## config.mk

```make
export PLATFORM = sky130hd
export DESIGN_NAME = ex_operand_forward_unit_flat
export DESIGN_NICKNAME = d
export VERILOG_FILES = /design/src/rtl/ex_operand_forward_if.sv /design/src/rtl/ex_operand_forward_unit.sv /design/src/flat_wrapper.sv
export SDC_FILE = /design/constraint.sdc
export NUM_CORES = 1
export LEC_CHECK = 0
export BUFFER_PORTS_ARGS = -buffer_cell sky130_fd_sc_hd__buf_2
export CAP_MARGIN = 25
export CELL_PAD_IN_SITES_DETAIL_PLACEMENT = 1
export CELL_PAD_IN_SITES_GLOBAL_PLACEMENT = 2
export CORE_MARGIN = 1
export CORE_UTILIZATION = 28
export CTS_BUF_LIST = sky130_fd_sc_hd__clkbuf_16
export DETAILED_ROUTE_END_ITERATION = 7
export GPL_TIMING_DRIVEN = 0
export PLACE_DENSITY_LB_ADDON = 0.1
export RECOVER_POWER = 100
export SYNTH_ARGS = -nofsm -noshare
export SYNTH_HDL_FRONTEND = slang
export SYNTH_SLANG_ARGS = --single-unit
```

## constraint.sdc

```tcl
create_clock -name clk -period 2.7 [get_ports clk]
set_clock_uncertainty 0.2 [all_clocks]
set_input_delay 0.405 -clock clk [delete_from_list [all_inputs] [get_ports clk]]
set_output_delay 0.405 -clock clk [all_outputs]
set_load 0.1 [all_outputs]
```

## src/rtl/ex_operand_forward_if.sv

```systemverilog
// ex_operand_forward_if: ID/EX operand-path bus between the pipeline and the EX operand front end.
//  id_*            ID-stage instruction fields and register file read data
//  flush           branch/jump redirect
//  mem_* / wb_*    EX/MEM and MEM/WB producers used for forwarding and WB->ID bypass
//  stall_if_id     load-use interlock back to IF/ID
//  ex_*            registered ID/EX control
//  alu_in1/2, store_data, fwd_a/b   resolved EX operands and forwarding selects
interface ex_operand_forward_if #(
  parameter int XLEN = 32,
  parameter int RA_W = 5
);
  logic id_valid, id_use_rs1, id_use_rs2, id_alu_src, id_src1_pc, id_reg_write, id_mem_read, flush;
  logic [RA_W-1:0] id_rs1, id_rs2, id_rd, mem_rd, wb_rd, ex_rd;
  logic [XLEN-1:0] id_rs1_data, id_rs2_data, id_imm, id_pc, mem_result, wb_data;
  logic [XLEN-1:0] alu_in1, alu_in2, store_data;
  logic mem_reg_write, wb_reg_write, stall_if_id, ex_valid, ex_reg_write, ex_mem_read;
  logic [1:0] fwd_a, fwd_b;
  modport master (
    output id_valid, id_use_rs1, id_use_rs2, id_alu_src, id_src1_pc, id_reg_write, id_mem_read, flush,
           id_rs1, id_rs2, id_rd, id_rs1_data, id_rs2_data, id_imm, id_pc,
           mem_rd, mem_reg_write, mem_result, wb_rd, wb_reg_write, wb_data,
    input  stall_if_id, ex_valid, ex_rd, ex_reg_write, ex_mem_read, alu_in1, alu_in2, store_data,
           fwd_a, fwd_b
  );
  modport slave (
    input  id_valid, id_use_rs1, id_use_rs2, id_alu_src, id_src1_pc, id_reg_write, id_mem_read, flush,
           id_rs1, id_rs2, id_rd, id_rs1_data, id_rs2_data, id_imm, id_pc,
           mem_rd, mem_reg_write, mem_result, wb_rd, wb_reg_write, wb_data,
    output stall_if_id, ex_valid, ex_rd, ex_reg_write, ex_mem_read, alu_in1, alu_in2, store_data,
           fwd_a, fwd_b
  );
endinterface

```

## src/rtl/ex_operand_forward_unit.sv

```systemverilog
// ex_operand_forward_unit: ID/EX operand register, two-operand EX/MEM+MEM/WB forwarding, load-use interlock.
//  clk, rst_n   clock (rising edge), asynchronous active-low reset
//  bus          ex_operand_forward_if.slave: ID fields, producers and flush in; stall, ex_* and operands out
module ex_operand_forward_unit #(
  parameter int XLEN = 32,
  parameter int RA_W = 5,
  parameter int LOAD_LAT = 1
) (
  input logic clk,
  input logic rst_n,
  ex_operand_forward_if.slave bus
);
  localparam int CW = LOAD_LAT > 1 ? $clog2(LOAD_LAT) : 1;
  typedef enum logic {IDLE, STALL} state_t;
  state_t state, state_nxt;
  logic [CW-1:0] cnt, cnt_nxt;
  logic ex_valid, ex_reg_write, ex_mem_read, ex_alu_src, ex_src1_pc, hazard, stall, kill;
  logic [RA_W-1:0] ex_rd, ex_rs1, ex_rs2;
  logic [XLEN-1:0] ex_rs1_data, ex_rs2_data, ex_imm, ex_pc, rs1_cap, rs2_cap, fwd_a_val, fwd_b_val;
  logic [1:0] fwd_a, fwd_b;
  assign hazard = bus.id_valid & ex_valid & ex_mem_read & (ex_rd != '0) &
                  ((bus.id_use_rs1 & (bus.id_rs1 == ex_rd)) | (bus.id_use_rs2 & (bus.id_rs2 == ex_rd)));
  always_ff @(posedge clk or negedge rst_n)
    if (!rst_n) begin
      state <= IDLE;
      cnt <= '0;
    end else begin
      state <= state_nxt;
      cnt <= cnt_nxt;
    end
  // The cycle that detects the hazard is the first stall cycle, so STALL covers the remaining LOAD_LAT-1.
  always_comb begin
    stall = (state == STALL) | hazard;
    state_nxt = state;
    cnt_nxt = cnt;
    if (bus.flush) begin
      state_nxt = IDLE;
      cnt_nxt = '0;
    end else if (state == IDLE && hazard && LOAD_LAT > 1) begin
      state_nxt = STALL;
      cnt_nxt = CW'(LOAD_LAT - 1);
    end else if (state == STALL) begin
      cnt_nxt = cnt - CW'(1);
      state_nxt = (cnt == CW'(1)) ? IDLE : STALL;
    end
  end
  // A write-back in the same cycle as the register file read is not yet visible in id_rsN_data.
  assign rs1_cap = (bus.wb_reg_write && bus.wb_rd != '0 && bus.wb_rd == bus.id_rs1) ? bus.wb_data : bus.id_rs1_data;
  assign rs2_cap = (bus.wb_reg_write && bus.wb_rd != '0 && bus.wb_rd == bus.id_rs2) ? bus.wb_data : bus.id_rs2_data;
  assign kill = bus.flush | stall;
  always_ff @(posedge clk or negedge rst_n)
    if (!rst_n) begin
      ex_valid <= 1'b0;
      ex_reg_write <= 1'b0;
      ex_mem_read <= 1'b0;
      ex_alu_src <= 1'b0;
      ex_src1_pc <= 1'b0;
      ex_rd <= '0;
      ex_rs1 <= '0;
      ex_rs2 <= '0;
      ex_rs1_data <= '0;
      ex_rs2_data <= '0;
      ex_imm <= '0;
      ex_pc <= '0;
    end else begin
      ex_valid <= ~kill & bus.id_valid;
      ex_reg_write <= ~kill & bus.id_reg_write;
      ex_mem_read <= ~kill & bus.id_mem_read;
      ex_alu_src <= bus.id_alu_src;
      ex_src1_pc <= bus.id_src1_pc;
      ex_rd <= bus.id_rd;
      ex_rs1 <= bus.id_rs1;
      ex_rs2 <= bus.id_rs2;
      ex_rs1_data <= rs1_cap;
      ex_rs2_data <= rs2_cap;
      ex_imm <= bus.id_imm;
      ex_pc <= bus.id_pc;
    end
  assign fwd_a = (bus.mem_reg_write && bus.mem_rd != '0 && bus.mem_rd == ex_rs1) ? 2'b10 :
                 (bus.wb_reg_write && bus.wb_rd != '0 && bus.wb_rd == ex_rs1) ? 2'b01 : 2'b00;
  assign fwd_b = (bus.mem_reg_write && bus.mem_rd != '0 && bus.mem_rd == ex_rs2) ? 2'b10 :
                 (bus.wb_reg_write && bus.wb_rd != '0 && bus.wb_rd == ex_rs2) ? 2'b01 : 2'b00;
  assign fwd_a_val = fwd_a[1] ? bus.mem_result : fwd_a[0] ? bus.wb_data : ex_rs1_data;
  assign fwd_b_val = fwd_b[1] ? bus.mem_result : fwd_b[0] ? bus.wb_data : ex_rs2_data;
  assign bus.alu_in1 = ex_src1_pc ? ex_pc : fwd_a_val;
  assign bus.alu_in2 = ex_alu_src ? ex_imm : fwd_b_val;
  assign bus.store_data = fwd_b_val;
  assign bus.fwd_a = fwd_a;
  assign bus.fwd_b = fwd_b;
  assign bus.stall_if_id = stall;
  assign bus.ex_valid = ex_valid;
  assign bus.ex_rd = ex_rd;
  assign bus.ex_reg_write = ex_reg_write;
  assign bus.ex_mem_read = ex_mem_read;
endmodule

```

## src/flat_wrapper.sv

```systemverilog
// flat-port wrapper written by rule: the top's interface ports become plain ports
module ex_operand_forward_unit_flat 
#(
  parameter int XLEN = 32,
  parameter int RA_W = 5,
  parameter int LOAD_LAT = 1
)
  (clk, rst_n, bus_id_valid, bus_id_use_rs1, bus_id_use_rs2, bus_id_alu_src, bus_id_src1_pc, bus_id_reg_write, bus_id_mem_read, bus_flush, bus_id_rs1, bus_id_rs2, bus_id_rd, bus_id_rs1_data, bus_id_rs2_data, bus_id_imm, bus_id_pc, bus_mem_rd, bus_mem_reg_write, bus_mem_result, bus_wb_rd, bus_wb_reg_write, bus_wb_data, bus_stall_if_id, bus_ex_valid, bus_ex_rd, bus_ex_reg_write, bus_ex_mem_read, bus_alu_in1, bus_alu_in2, bus_store_data, bus_fwd_a, bus_fwd_b);
  ex_operand_forward_if #(.XLEN(XLEN), .RA_W(RA_W)) bus_i ();
  input logic clk;
  input logic rst_n;
  input wire logic [$bits(bus_i.id_valid)-1:0] bus_id_valid;
  input wire logic [$bits(bus_i.id_use_rs1)-1:0] bus_id_use_rs1;
  input wire logic [$bits(bus_i.id_use_rs2)-1:0] bus_id_use_rs2;
  input wire logic [$bits(bus_i.id_alu_src)-1:0] bus_id_alu_src;
  input wire logic [$bits(bus_i.id_src1_pc)-1:0] bus_id_src1_pc;
  input wire logic [$bits(bus_i.id_reg_write)-1:0] bus_id_reg_write;
  input wire logic [$bits(bus_i.id_mem_read)-1:0] bus_id_mem_read;
  input wire logic [$bits(bus_i.flush)-1:0] bus_flush;
  input wire logic [$bits(bus_i.id_rs1)-1:0] bus_id_rs1;
  input wire logic [$bits(bus_i.id_rs2)-1:0] bus_id_rs2;
  input wire logic [$bits(bus_i.id_rd)-1:0] bus_id_rd;
  input wire logic [$bits(bus_i.id_rs1_data)-1:0] bus_id_rs1_data;
  input wire logic [$bits(bus_i.id_rs2_data)-1:0] bus_id_rs2_data;
  input wire logic [$bits(bus_i.id_imm)-1:0] bus_id_imm;
  input wire logic [$bits(bus_i.id_pc)-1:0] bus_id_pc;
  input wire logic [$bits(bus_i.mem_rd)-1:0] bus_mem_rd;
  input wire logic [$bits(bus_i.mem_reg_write)-1:0] bus_mem_reg_write;
  input wire logic [$bits(bus_i.mem_result)-1:0] bus_mem_result;
  input wire logic [$bits(bus_i.wb_rd)-1:0] bus_wb_rd;
  input wire logic [$bits(bus_i.wb_reg_write)-1:0] bus_wb_reg_write;
  input wire logic [$bits(bus_i.wb_data)-1:0] bus_wb_data;
  output wire logic [$bits(bus_i.stall_if_id)-1:0] bus_stall_if_id;
  output wire logic [$bits(bus_i.ex_valid)-1:0] bus_ex_valid;
  output wire logic [$bits(bus_i.ex_rd)-1:0] bus_ex_rd;
  output wire logic [$bits(bus_i.ex_reg_write)-1:0] bus_ex_reg_write;
  output wire logic [$bits(bus_i.ex_mem_read)-1:0] bus_ex_mem_read;
  output wire logic [$bits(bus_i.alu_in1)-1:0] bus_alu_in1;
  output wire logic [$bits(bus_i.alu_in2)-1:0] bus_alu_in2;
  output wire logic [$bits(bus_i.store_data)-1:0] bus_store_data;
  output wire logic [$bits(bus_i.fwd_a)-1:0] bus_fwd_a;
  output wire logic [$bits(bus_i.fwd_b)-1:0] bus_fwd_b;
  assign bus_i.id_valid = bus_id_valid;
  assign bus_i.id_use_rs1 = bus_id_use_rs1;
  assign bus_i.id_use_rs2 = bus_id_use_rs2;
  assign bus_i.id_alu_src = bus_id_alu_src;
  assign bus_i.id_src1_pc = bus_id_src1_pc;
  assign bus_i.id_reg_write = bus_id_reg_write;
  assign bus_i.id_mem_read = bus_id_mem_read;
  assign bus_i.flush = bus_flush;
  assign bus_i.id_rs1 = bus_id_rs1;
  assign bus_i.id_rs2 = bus_id_rs2;
  assign bus_i.id_rd = bus_id_rd;
  assign bus_i.id_rs1_data = bus_id_rs1_data;
  assign bus_i.id_rs2_data = bus_id_rs2_data;
  assign bus_i.id_imm = bus_id_imm;
  assign bus_i.id_pc = bus_id_pc;
  assign bus_i.mem_rd = bus_mem_rd;
  assign bus_i.mem_reg_write = bus_mem_reg_write;
  assign bus_i.mem_result = bus_mem_result;
  assign bus_i.wb_rd = bus_wb_rd;
  assign bus_i.wb_reg_write = bus_wb_reg_write;
  assign bus_i.wb_data = bus_wb_data;
  assign bus_stall_if_id = bus_i.stall_if_id;
  assign bus_ex_valid = bus_i.ex_valid;
  assign bus_ex_rd = bus_i.ex_rd;
  assign bus_ex_reg_write = bus_i.ex_reg_write;
  assign bus_ex_mem_read = bus_i.ex_mem_read;
  assign bus_alu_in1 = bus_i.alu_in1;
  assign bus_alu_in2 = bus_i.alu_in2;
  assign bus_store_data = bus_i.store_data;
  assign bus_fwd_a = bus_i.fwd_a;
  assign bus_fwd_b = bus_i.fwd_b;
  ex_operand_forward_unit #(.XLEN(XLEN), .RA_W(RA_W), .LOAD_LAT(LOAD_LAT)) u_core (.clk(clk), .rst_n(rst_n), .bus(bus_i));
endmodule
```

==> impl_results.md <==
- Initial core utilization: 0.2855
- Setup ws final: -0.5573 ns
- Worst vdd ir: around 0.46 mV
- Clock power share: 0.295
- Die area: between 0.02 and 0.03 sq mm
- Failing checks: negative setup slack
- Sequential share of the synthesized area: 0.4865
- Ys Warns: 0
- Area contributors post-synth: dfrtp_1 49%, mux2_1 9.6%, o31ai_1 6.2%
- Slew @ Worst Pin: about 1.2 ns
- Top_reg_cell synth: dfrtp_1
- Synth Cell Area: about 0.0077 sq mm
- Via density: 5.042
- Fraction of registers with async set/reset: 1.000
- Commonest non-fill, non-tap cells in the layout: 211 x buf_2, 146 x dfrtp_1, 139 x dlygate4sd3_1
- Area fraction of the dominant cell type after synthesis: 0.4865
- Die Y: roughly 170 um
- Area occupied by registers: about 0.0038 sq mm
- Placed Cells: approximately 1400
- Comb pwr share: 0.404
- Grt total ovfl: 0
- Cells after Synth: between 700 and 800
- Yosys cell types: 37
- CP Class: reg2out
- Total vias in the final route: around 8000
- R2r setup slk: between 1 and 1.5 ns
- DP HPWL: approximately 24000 um
- Pre-antenna DRT Iters: 4
- CP Capture Type: output pin
- CTS tree: built
- Top-level I/O count: around 340
- First-pass GRT wire length: about 58000 um
- Syn avg cell area: approximately 11 sq um
- Routed len/inst: approximately 24 um
- Initial DRC Count: between 200 and 300
- Fin crit share: 1.206
- Clk slew on worst S/H paths: 0.07 ns
- Synth area leader: dfrtp_1
- Critical Path RT: ~2.1 ns
- Crit path launch type: flop
- # fillers: 2654
- Post-Syn Nets: 950
- Final cell count without fillers: roughly 1600
- CTS Buf Count: 17
- Final slew viol count: 0
- HP Class: in2reg
- Status: complete, but fails checks
- Pleak: 6.908 nW
- GRT Overall Usage: 0.2769
- RSZ-0062 raised after global routing: true
- Cell Rows: 60
- Sw Ratio: 0.3803
- Die Wd: 168.0 um
- DRC violations left: 0
- Gpl congestion: roughly 0.8
- Layout Nets: about 1500
- Port-buffer cells: 332
- Core area: roughly 0.027 sq mm
- ANT nets after route: 0
- Int Pwr: between 5 and 6 mW
- Final setup violation count: roughly 100
- Max Fclk: 307.0 MHz
- Multi-input logic area: around 0.0058 sq mm
- H-tree levels: 4
- Min cycle time layout: 3.257 ns
- Area Growth Syn to Fin: 116.3%
- Clk sinks: 150
- Worst-path maximum fanout: 9
- Setup_tns: -42.62 ns
- Root Buffer: clkbuf_16
- Clk buf depth: 2
- Initial antenna violation count: 11
- Slew HR: 0.2144
- Sequential share of power: 0.301
- Share of cells above drive strength 1: 0.5605
- Tot Pwr: about 8.1 mW
- Post-synth EDFFs: 0
- Register bit total from synthesis: 150
- Skew-Pair Late Insertion Delay: ~0.44 ns
- Number of global-route vias before repair: roughly 9700
- Final Hold Viols: 0
- Most common cell after layout, fill and taps aside: buf_2
- Net Switching: a little over 3 mW
- Max Cap Violations: 0
- Largest net degree at the start of global routing: 110
- Pwr per Cell Area: between 400 and 500 mW/mm^2
- Final Routed Wirelength: about 39000 um
- Arr. time, crit path: 2.65 ns
[cells by family (layout without fill, tap and decap cells)]
logic type / count (synthesis) / after routing / share of synthesized area
other cells: 0 / 8 / 0
xor+xnor: 40 / 40 / 0.04541
simple gates: 188 / 188 / 0.1309
flops: 150 / 150 / 0.4865
buf+inv: 110 / 670 / 0.06325
mux: 96 / 96 / 0.1401
compound gates: 137 / 137 / 0.1338
[flip-flops by register name (all words and copies together), names as in the netlist]
register,cells
u_core.ex_rs1_data,32
u_core.ex_rs2,5
u_core.bus.ex_reg_write,1
u_core.bus.ex_valid,1
u_core.ex_src1_pc,1
u_core.ex_pc,32
u_core.ex_imm,32
u_core.bus.ex_mem_read,1
u_core.state,1
u_core.ex_alu_src,1
u_core.bus.ex_rd,5
u_core.ex_rs1,5
u_core.cnt,1
u_core.ex_rs2_data,32
[path summary, 6_finish.rpt]
check | from | cells past startpoint | endpoint
setup / recovery | u_core.ex_rs2[3] | 9 | bus_alu_in2[11]
hold / removal | bus_wb_data[2] | 2 | u_core.ex_rs2_data[2]
setup reg to reg | u_core.bus.ex_rd[1] | 5 | u_core.bus.ex_reg_write
hold reg to reg | u_core.cnt | 1 | u_core.state
max in group asynchronous | rst_n | 3 | u_core.bus.ex_rd[2]
min in group asynchronous | rst_n | 2 | u_core.ex_pc[23]
[stage by stage]
stage	util	hold WS (ns)	instance area (sq um)	worst slack [ns]
4_1_cts	0.6021	0.0002522	16270	-0.5290
6_report	0.6176	0.01155	16690	-0.5573
2_1_floorplan	-	-0.09059	9477	-0.7316
5_1_grt	0.6175	0.001040	16690	-0.6088
3_3_place_gp	0.4279	0.2429	11560	-1.831
3_5_place_dp	0.4310	0.1210	11650	-0.8572
[metal layers]
| metal | up-vias | GRT usage | routed length (um) |
|---|---|---|---|
| met5 | - | 0 | 20 |
| met4 | 4 | 0.09055 | 898 |
| met3 | 54 | 0.07170 | 2110 |
| met2 | 261 | 0.5022 | 20350 |
| met1 | 4133 | 0.3150 | 15290 |
| li1 | 3767 | - | - |
[cell type report]
type,count,area share
multi-input combinational,461,0.3449
antenna,8,0.001199
clock buffer,17,0.02549
buffer,70,0.04820
timing repair inverter,1,0.0006747
clock inverter,15,0.008471
timing repair buffer,529,0.3103
tap,341,0.02556
inverter,38,0.009970
sequential,150,0.2252
[power groups by stage]
| stage | sequential [mW] | combinational (mW) | clock, mW |
|---|---|---|---|
| global placement | 2.46 | 2.32 | 0 |
| finish | 2.45 | 3.29 | 2.40 |
| floorplan | 2.49 | 1.72 | 0 |
| CTS | 2.45 | 3.16 | 2.43 |
| global route | 2.46 | 3.41 | 2.51 |
| detailed placement | 2.46 | 2.34 | 0 |
[worst max-delay path, cell delays in order (launching register included)]
cell and delay [ns]:
dfrtp_1 0.40, xor2_1 0.15, a21o_1 0.21, buf_6 0.18, buf_12 0.15, clkbuf_16 0.17
o31ai_4 0.31, a31oi_4 0.15, mux2_4 0.30, buf_12 0.17
[synth_stat cells (2+ instances only)]
library cell,count
inv_1,34
nor4_4,3
inv_2,3
mux2_2,30
o31ai_1,64
nand2_1,36
nor3_1,65
dfrtp_1,150
a21oi_1,2
a221oi_1,32
mux2_1,66
clkbuf_1,42
xnor2_1,30
nor2_1,36
and3b_1,3
a31oi_1,32
nand4_1,4
buf_1,2
or4_1,32
buf_2,20
a21o_1,2
buf_6,6
nor4_1,2
xor2_1,10
nand3_1,3
[what timing repair did]
| action | CTS | global route |
|---|---|---|
| setup endpoints to repair | 100 | 101 |
| hold buffers | 137 | 2 |
| endpoints found under the hold margin | 178 | 2 |
| cloned | 8 | 2 |
| pin swaps | 49 | 27 |
| setup buffers | 27 | 18 |
| gates resized for setup | 545 | 67 |
(Power assumes the default switching activity.)
